**src/rtl/vend_pkg.sv**
```systemverilog
// Shared types and constants for the vending-machine transaction controller.
package vend_pkg;

  typedef enum logic [1:0] {
    IDLE     = 2'd0,
    PAY      = 2'd1,
    DISPENSE = 2'd2,
    REFUND   = 2'd3
  } state_t;

  typedef enum logic [2:0] {
    EV_NONE,
    EV_RESTOCK,
    EV_SEL,
    EV_COIN,
    EV_BUY,
    EV_CANCEL
  } event_t;

  localparam logic [3:0] MAX_STOCK  = 4'd15;
  localparam logic [3:0] MAX_CREDIT = 4'd15;

  localparam logic [3:0] PRICE [4] = '{4'd2, 4'd3, 4'd5, 4'd7};

  // Simultaneous presses collapse to the single highest-priority event.
  function automatic event_t pick_event(input logic cancel, input logic buy,
                                        input logic coin, input logic sel,
                                        input logic restock);
    if (cancel)       return EV_CANCEL;
    else if (buy)     return EV_BUY;
    else if (coin)    return EV_COIN;
    else if (sel)     return EV_SEL;
    else if (restock) return EV_RESTOCK;
    else              return EV_NONE;
  endfunction

endpackage

```
**src/rtl/btn_debounce.sv**
```systemverilog
// Button conditioner: 2-flop synchroniser, stability counter, rising-edge pulse.
module btn_debounce #(
  parameter int unsigned DB_CYCLES = 100000
) (
  input  logic clk,
  input  logic rst,
  input  logic btn_raw,
  output logic btn_pulse
);

  localparam int unsigned CW = $clog2(DB_CYCLES + 1);

  logic [1:0]    sync;
  logic          level;
  logic          level_q;
  logic [CW-1:0] cnt;

  // The accepted level only moves after DB_CYCLES consecutive differing samples.
  always_ff @(posedge clk or negedge rst) begin
    if (!rst) begin
      sync    <= '0;
      level   <= 1'b0;
      level_q <= 1'b0;
      cnt     <= '0;
    end else begin
      sync    <= {sync[0], btn_raw};
      level_q <= level;
      if (sync[1] == level) begin
        cnt <= '0;
      end else if (cnt == CW'(DB_CYCLES - 1)) begin
        level <= sync[1];
        cnt   <= '0;
      end else begin
        cnt <= cnt + 1'b1;
      end
    end
  end

  assign btn_pulse = level & ~level_q;

endmodule

```
**src/rtl/vend_stock_ctrl.sv**
```systemverilog
// Vending transaction and inventory controller: selection, credit, stock, purchase/refund FSM.
module vend_stock_ctrl
  import vend_pkg::*;
#(
  parameter int unsigned N_ITEMS    = 4,
  parameter int unsigned INIT_STOCK = 10,
  parameter int unsigned DB_CYCLES  = 100000
) (
  input  logic       clk,
  input  logic       rst,
  input  logic       btn_sel,
  input  logic       btn_coin,
  input  logic       btn_buy,
  input  logic       btn_cancel,
  input  logic       btn_restock,
  output logic [1:0] item_idx,
  output logic [3:0] quant,
  output logic [3:0] credit,
  output logic       dispense,
  output logic       refund,
  output logic [3:0] refund_amt,
  output logic       err_empty,
  output logic [1:0] state_o
);

  logic [4:0] raw;
  logic [4:0] pulse;
  assign raw = {btn_cancel, btn_buy, btn_coin, btn_sel, btn_restock};

  for (genvar g = 0; g < 5; g++) begin : g_db
    btn_debounce #(.DB_CYCLES(DB_CYCLES)) u_db (
      .clk       (clk),
      .rst       (rst),
      .btn_raw   (raw[g]),
      .btn_pulse (pulse[g])
    );
  end

  state_t     state, state_n;
  event_t     ev;
  logic [3:0] stock [N_ITEMS];
  logic [3:0] price;
  logic [3:0] sel_stock;
  logic [3:0] credit_left;
  logic       do_sel, do_restock, do_first_coin, do_coin, err_n;

  assign ev          = pick_event(pulse[4], pulse[3], pulse[2], pulse[1], pulse[0]);
  assign price       = PRICE[item_idx];
  assign sel_stock   = stock[item_idx];
  assign credit_left = credit - price;
  assign state_o     = state;

  always_ff @(posedge clk or negedge rst) begin
    if (!rst) state <= IDLE;
    else      state <= state_n;
  end

  // DISPENSE and REFUND are single-cycle; events seen there are dropped.
  always_comb begin
    state_n       = state;
    do_sel        = 1'b0;
    do_restock    = 1'b0;
    do_first_coin = 1'b0;
    do_coin       = 1'b0;
    err_n         = 1'b0;
    dispense      = 1'b0;
    refund        = 1'b0;
    refund_amt    = '0;
    case (state)
      IDLE: begin
        case (ev)
          EV_SEL:     do_sel = 1'b1;
          EV_RESTOCK: do_restock = 1'b1;
          EV_COIN: begin
            do_first_coin = 1'b1;
            state_n       = PAY;
          end
          default: ;
        endcase
      end
      PAY: begin
        case (ev)
          EV_COIN: do_coin = 1'b1;
          EV_BUY: begin
            if (sel_stock == '0)      err_n   = 1'b1;
            else if (credit >= price) state_n = DISPENSE;
          end
          EV_CANCEL: state_n = REFUND;
          default: ;
        endcase
      end
      DISPENSE: begin
        dispense = 1'b1;
        state_n  = (credit_left != '0) ? REFUND : IDLE;
      end
      REFUND: begin
        refund     = 1'b1;
        refund_amt = credit;
        state_n    = IDLE;
      end
      default: state_n = IDLE;
    endcase
  end

  always_ff @(posedge clk or negedge rst) begin
    if (!rst) begin
      for (int unsigned i = 0; i < N_ITEMS; i++) stock[i] <= 4'(INIT_STOCK);
      item_idx  <= '0;
      credit    <= '0;
      quant     <= 4'(INIT_STOCK);
      err_empty <= 1'b0;
    end else begin
      err_empty <= err_n;
      quant     <= sel_stock;
      if (do_sel) item_idx <= item_idx + 1'b1;
      if (do_restock && sel_stock != MAX_STOCK) stock[item_idx] <= sel_stock + 1'b1;
      if (do_first_coin) credit <= 4'd1;
      if (do_coin && credit != MAX_CREDIT) credit <= credit + 1'b1;
      if (state == DISPENSE) begin
        stock[item_idx] <= sel_stock - 1'b1;
        credit          <= credit_left;
      end
      if (state == REFUND) credit <= '0;
    end
  end

endmodule

```
**config.mk**
```make
export PLATFORM = sky130hd
export DESIGN_NAME = vend_stock_ctrl
export DESIGN_NICKNAME = d
export VERILOG_FILES = /design/src/rtl/vend_pkg.sv /design/src/rtl/btn_debounce.sv /design/src/rtl/vend_stock_ctrl.sv
export SDC_FILE = /design/constraint.sdc
export NUM_CORES = 1
export LEC_CHECK = 0
export ABC_AREA = 1
export CORE_MARGIN = 2
export CORE_UTILIZATION = 32
export CTS_CLUSTER_SIZE = 24
export DETAILED_ROUTE_END_ITERATION = 8
export GPL_ROUTABILITY_DRIVEN = 0
export GPL_TIMING_DRIVEN = 0
export PLACE_DENSITY = 0.54
export SYNTH_ARGS = -nofsm -noshare
export SYNTH_HDL_FRONTEND = slang
export SYNTH_SLANG_ARGS = --single-unit
```
**constraint.sdc**
```tcl
create_clock -name clk -period 3.8 [get_ports clk]
set_input_delay 0.57 -clock clk [delete_from_list [all_inputs] [get_ports clk]]
set_output_delay 0.57 -clock clk [all_outputs]
set_load 0.01 [all_outputs]
```
Word-level counts from Yosys, hierarchy flattened
Cells that the tools add are included.

storage, ports and cells
  ROM bits = 0
  register bits after elaboration = 134
  bits in latches = 0
  output and inout bits = 19
  memories kept = 0
  input bits = 7
  word-level logic and storage cells = 145
  RAM bits = 0

cells by class
  shift operators = 0
  bitwise gates (word level) = 16
  add/subtract/negate cells = 10
  order comparisons = 3
  muxes and demuxes = 50
  div/mod/pow operators = 0
  equality and inequality tests = 24
  reductions and logical operators = 13
  multiply operators = 0

operators with widths
  cell                                            number
  two-way mux 17 bit                              10
  adder 17 x 1 -> 17 bit (second input constant)  5
  == test 17 bit (second input constant)          5
  two-way mux 4 bit                               10
  bitwise mux 16 bit                              2
  two-way mux 16 bit                              2
  binary-select mux 4 bit (select 2 bit)          2
  two-way mux 1 bit                               13
  two-way mux 2 bit                               6
  inverter 1 bit                                  10
  AND reduction 2 bit                             5
  adder 4 x 1 -> 4 bit (second input constant)    2
  demux 4 bit (select 2 bit)                      1
  != test 4 bit (second input constant)           2
  case mux 2 bit (4 select lines)                 1
  nonzero test 4 bit                              2
  == test 3 x 2 -> 1 bit (second input constant)  2
  == test 3 bit (second input constant)           2
  two-way mux 3 bit                               2
  != test 3 bit (second input constant)           2
  AND 1 bit                                       5
  == test 1 bit                                   5
  == test 2 bit (second input constant)           2
  >= comparator 4 bit                             1
  15 further kinds                                17

Logic depth before layout (Yosys ltp)
  word-level depth = 14
  mapped depth = 14
  mapped depth without buffers = 14

Hierarchy
A second synthesis with hierarchy kept.

unflattened totals
  cells, all modules = 1045
  area, all modules = 7813.7 um^2

modules (own cells, without submodules)
  module           instances  area each (um^2)  seq. area each (um^2)  cells an instance
  btn_debounce     5          1107.3            525.5                  144
  vend_stock_ctrl  1          2277.2            738.2                  325

Least setup slack after synthesis
Ideal clock, no wire load.

  kind = register to register
  start point = reg item_idx[1]
  end point = reg state[0], in the netlist state_o[0]
  cell stages (with the launch flop) = 12
  clock period less this slack = 2.264 ns
  slack = 1.536 ns
  arrival time = 2.144 ns
  setup time = 0.120 ns
  path buffers = 0
  required time = 3.680 ns
  cell sequence = dfrtp_1 -> inv_2 -> ha_1 -> inv_1 -> ha_1 -> fa_1 -> xor2_1 -> nand3_1 -> o21ai_0 -> nand3_1 -> nand2_1 -> nand2_1

between the ends
  cells in the longest elaborated chain, start to end = 8
  elaborated cells between the ends (all ways) = 16
  classes of those cells = 1 x add/sub; 1 x order compare; 2 x eq/ne; 8 x mux; 1 x bitwise; 3 x reduce/logical

ends and longest elaborated chain
  item                                                   RTL line                                      source
  start: declaration                                     vend_stock_ctrl.sv:16                         output logic [1:0] item_idx,
  start signal: assignment                               vend_stock_ctrl.sv:115                        if (do_sel) item_idx <= item_idx + 1'b1;
  inverter 2 -> 3 bit (implied by the code) *            vend_stock_ctrl.sv:48, vend_stock_ctrl.sv:49
  binary-select mux 4 bit (select 2 bit)                 vend_stock_ctrl.sv:48                         assign price = PRICE[item_idx];
  two-way mux 4 bit (implied by the code) (2 in series)  vend_stock_ctrl.sv:48
  subtractor 4 bit                                       vend_stock_ctrl.sv:50                         assign credit_left = credit - price;
  nonzero test 4 bit                                     vend_stock_ctrl.sv:94                         state_n = (credit_left != '0) ? REFUND : IDLE;
  two-way mux 2 bit                                      vend_stock_ctrl.sv:94
  case mux 2 bit (4 select lines)                        vend_stock_ctrl.sv:69                         case (state)
  end signal: assignment                                 vend_stock_ctrl.sv:55                         else state <= state_n;
  end: declaration                                       vend_stock_ctrl.sv:39                         state_t state, state_n;

Every way passes the cells marked *; elsewhere a longest branch is shown, timed or not. The select of a mux whose other input is x is not followed.
A chain may end at the register's enable or synchronous reset.

Worst setup path in the final report
  start point = reg state[1], in the netlist state_o[1]
  end point = out dispense

between the ends
  cells in the longest elaborated chain, start to end = 2

ends and longest elaborated chain
  item               RTL line               source
  == test 2 bit      vend_stock_ctrl.sv:69
  two-way mux 1 bit  vend_stock_ctrl.sv:69
  end: declaration   vend_stock_ctrl.sv:19  output logic dispense,

Every way passes these cells.

==> results.sh <==
export IMPL_max_freq_ghz=0.356
export IMPL_viasPerCell=4.69
export IMPL_ys_ff_latch=134
export IMPL_syn_instance_count=903
export IMPL_postRouteAntennaNets=0
export IMPL_rsz0062_at_grt="false"
export IMPL_syn_to_final_growth_pct=17.3
export IMPL_post_cts_setup_buffers=0
export IMPL_cp_start_kind="flip-flop"
export IMPL_nNetsFinal=972
export IMPL_cts_sinks=134
export IMPL_worstRegToRegCells=11
export IMPL_pin_count=26
export IMPL_io_buffers=25
export IMPL_p_leak_nw=3.71
export IMPL_final_area_sq_um=8480
export IMPL_drive_above_1_share_pct=9.68
export IMPL_dieWidth_um=154
export IMPL_r2r_start="item_idx[1]$_DFFE_PN0P_"
export IMPL_dpl_cell_area_sq_um=7860
export IMPL_max_cap_viol_count=0
export IMPL_synth_edf_count=0
export IMPL_clk_latency_ps=420
export IMPL_worstMarginPinSlew_ps=550
export IMPL_drt_wl_total_mm=15.7
export IMPL_required_ps=3230
export IMPL_worst_setup_path_end_kind="primary output"
export IMPL_grt_max_degree=86
export IMPL_cts_tree="built"
export IMPL_clkTransAtPathRegs_ps=60
export IMPL_maxSlewHeadroom_pct=63.0
export IMPL_row_count=54
export IMPL_ys_seq_area_share_pct=46.6
export IMPL_cts_buffer_depth=2
export IMPL_yosysUniqueCellTypes=43
export IMPL_core_area_sq_um=22000
export IMPL_internal_power_mw=2.55
export IMPL_powerDensity_nw_per_um2=385
export IMPL_critPathMaxStageDelay_ps=590
export IMPL_cts_root_buf="clkbuf_16"
export IMPL_yosys_most_used_dff="dfrtp_1"
export IMPL_setup_viol=0
export IMPL_rrSetupSlack_ps=1150
export IMPL_grt_pass1_vias=5650
export IMPL_grt_use_total_pct=14.1
export IMPL_r2r_end="state_o[0]$_DFFE_PN0P_"
export IMPL_clockPowerShare_pct=52.9
export IMPL_firstDrtPassIters=5
export IMPL_async_flop_share_pct=100
export IMPL_cts_buffers_inserted=17
export IMPL_antenna_found_initial=0
export IMPL_antenna_cells=0
export IMPL_cpMaxStageDelayCell="clkdlybuf4s50_1"
export IMPL_dieHeight_um=154
export IMPL_cp_arrival_ps=2240
export IMPL_ctsHoldBuffers=0
export IMPL_switching_share_pct=21.7
export IMPL_crit_fanout=10
export IMPL_min_period_ps=2810
export IMPL_hold_viol=0
export IMPL_seqPwrFrac_pct=44.7
export IMPL_cts_resized=0
export IMPL_path_cells="inv_1 > nor2_1 > buf_2 > clkdlybuf4s50_1"
export IMPL_p_sw_uw=708
export IMPL_postSynthAreaPerCell_sq_um=8.01
export IMPL_final_cells=1241
export IMPL_grt_remaining_overflow=0
export IMPL_ir_drop_mv=0.307
export IMPL_grt_pass1_wl_mm=27.5
export IMPL_holdCritPathClass="in -> async"
export IMPL_die_area_sq_um=23800
export IMPL_final_util_pct=38.5
export IMPL_vias=5821
export IMPL_mostFrequentLayoutCells="nand2_1, nor2_1, dfrtp_1"
export IMPL_syn_nets=927
export IMPL_placed_cells_incl_taps=1209
export IMPL_slew_violations=0
export IMPL_mostFrequentLayoutCell="nand2_1"
export IMPL_wl_per_cell_um=12.7
export IMPL_dp_hpwl_mm=11.3
export IMPL_cp_startpoint="state_o[1]$_DFFE_PN0P_"
export IMPL_drc=0
export IMPL_ys_warn_count=0
export IMPL_crit_type="reg -> out"
export IMPL_htreeDepth=4
export IMPL_start_util_pct=32.8
export IMPL_post_route_period_util_pct=73.9
export IMPL_clock_skew_ps=9.89
export IMPL_outcome="finished clean"
export IMPL_p_comb_share_pct=2.4
export IMPL_drt_initial_drc_count=418
export IMPL_synth_area_sq_um=7230
-- per-layer routing --
layer | routed length [um] | GRT usage, %
met1 | 7910 | 19.0
met2 | 7290 | 22.7
met3 | 363 | 3.17
met4 | 189 | 4.59
met5 | 0 | 0
-- final cells by class --
cell class | count | area [sq um]
buffer | 3 | 23.8
clock inverter | 11 | 148
inverter | 113 | 427
multi-input combinational | 653 | 3410
timing repair buffer | 26 | 279
tap | 280 | 350
sequential | 134 | 3370
clock buffer | 21 | 470
fill | 2292 | 13500
-- worst max path at each step --
stage,slack (ps),cells after the start,to
2_1_floorplan,1540,11,state_o[0]$_DFFE_PN0P_
3_3_place_gp,-3410,1,g_db[3].u_db.cnt[15]$_DFF_PN0_
3_5_place_dp,1180,11,state_o[0]$_DFFE_PN0P_
4_1_cts,960,4,dispense
5_1_grt,800,11,state_o[0]$_DFFE_PN0P_
6_report,990,4,dispense
-- sequential cells by signal, indices dropped and copies added, names as in the netlist, named ones only --
signal,count
g_db.u_db.level_q,5
state_o,2
credit,4
g_db.u_db.sync,10
err_empty,1
g_db.u_db.level,5
item_idx,2
quant,4
g_db.u_db.cnt,85
stock,12
-- kinds of logic (layout without fill, tap and decap cells) --
logic type	after synthesis	in the layout	synth area share [%]
AOI/OAI and AO/OA	60	60	4.41
xor gates and xnor gates	38	38	4.71
adders and majority gates	17	17	3.05
buffers and inverters	116	174	6.23
DFF	134	134	46.6
muxes	1	1	0.156
and+or+nand+nor	537	537	34.9
-- power by group through the flow --
stage / logic [mW] / clock network (mW) / registers [mW]
6_report: 0.0780 / 1.73 / 1.46
4_1_cts: 0.0824 / 1.77 / 1.46
2_1_floorplan: 0.0317 / 0 / 1.48
3_3_place_gp: 0.0775 / 0 / 1.48
3_5_place_dp: 0.0820 / 0 / 1.48
5_1_grt: 0.0941 / 1.83 / 1.46
-- critical path: cells and delay by family (launching register included) --
family,cells,cell delay (ps)
and+or+nand+nor,1,400
DFF,1,420
buffers and inverters,3,990
-- stage by stage --
stage | setup TNS [ps] | setup slack [ps] | hold WS, ps | total power [mW]
after floorplan | 0 | 1540 | 274 | 1.51
after global placement | -437750 | -3410 | 334 | 1.56
after detailed placement | 0 | 1180 | 337 | 1.56
after CTS | 0 | 958 | 95.9 | 3.31
after global routing | 0 | 797 | 123 | 3.38
final | 0 | 993 | 90.1 | 3.26
-- synthesized netlist by cell type (all sizes together) (2+ instances only) --
library cell  number  share of area (%)
a211oi             2               0.21
a21boi             2               0.21
a21oi             19                1.3
a31oi              2               0.17
buf                3               0.33
dfrtp            124                 43
dfstp             10                3.6
ha                16                2.8
inv              112                5.8
nand2            207                 11
nand3             77                6.0
nand3b             3               0.31
nand4             24                2.1
nor2             150                8.6
nor3              36                2.8
nor3b             18                1.9
nor4              18                1.6
o21ai             33                2.3
or2                4               0.38
xnor2              3               0.36
xor2              35                4.3
No activity file was read; power rests on OpenSTA's default activity.
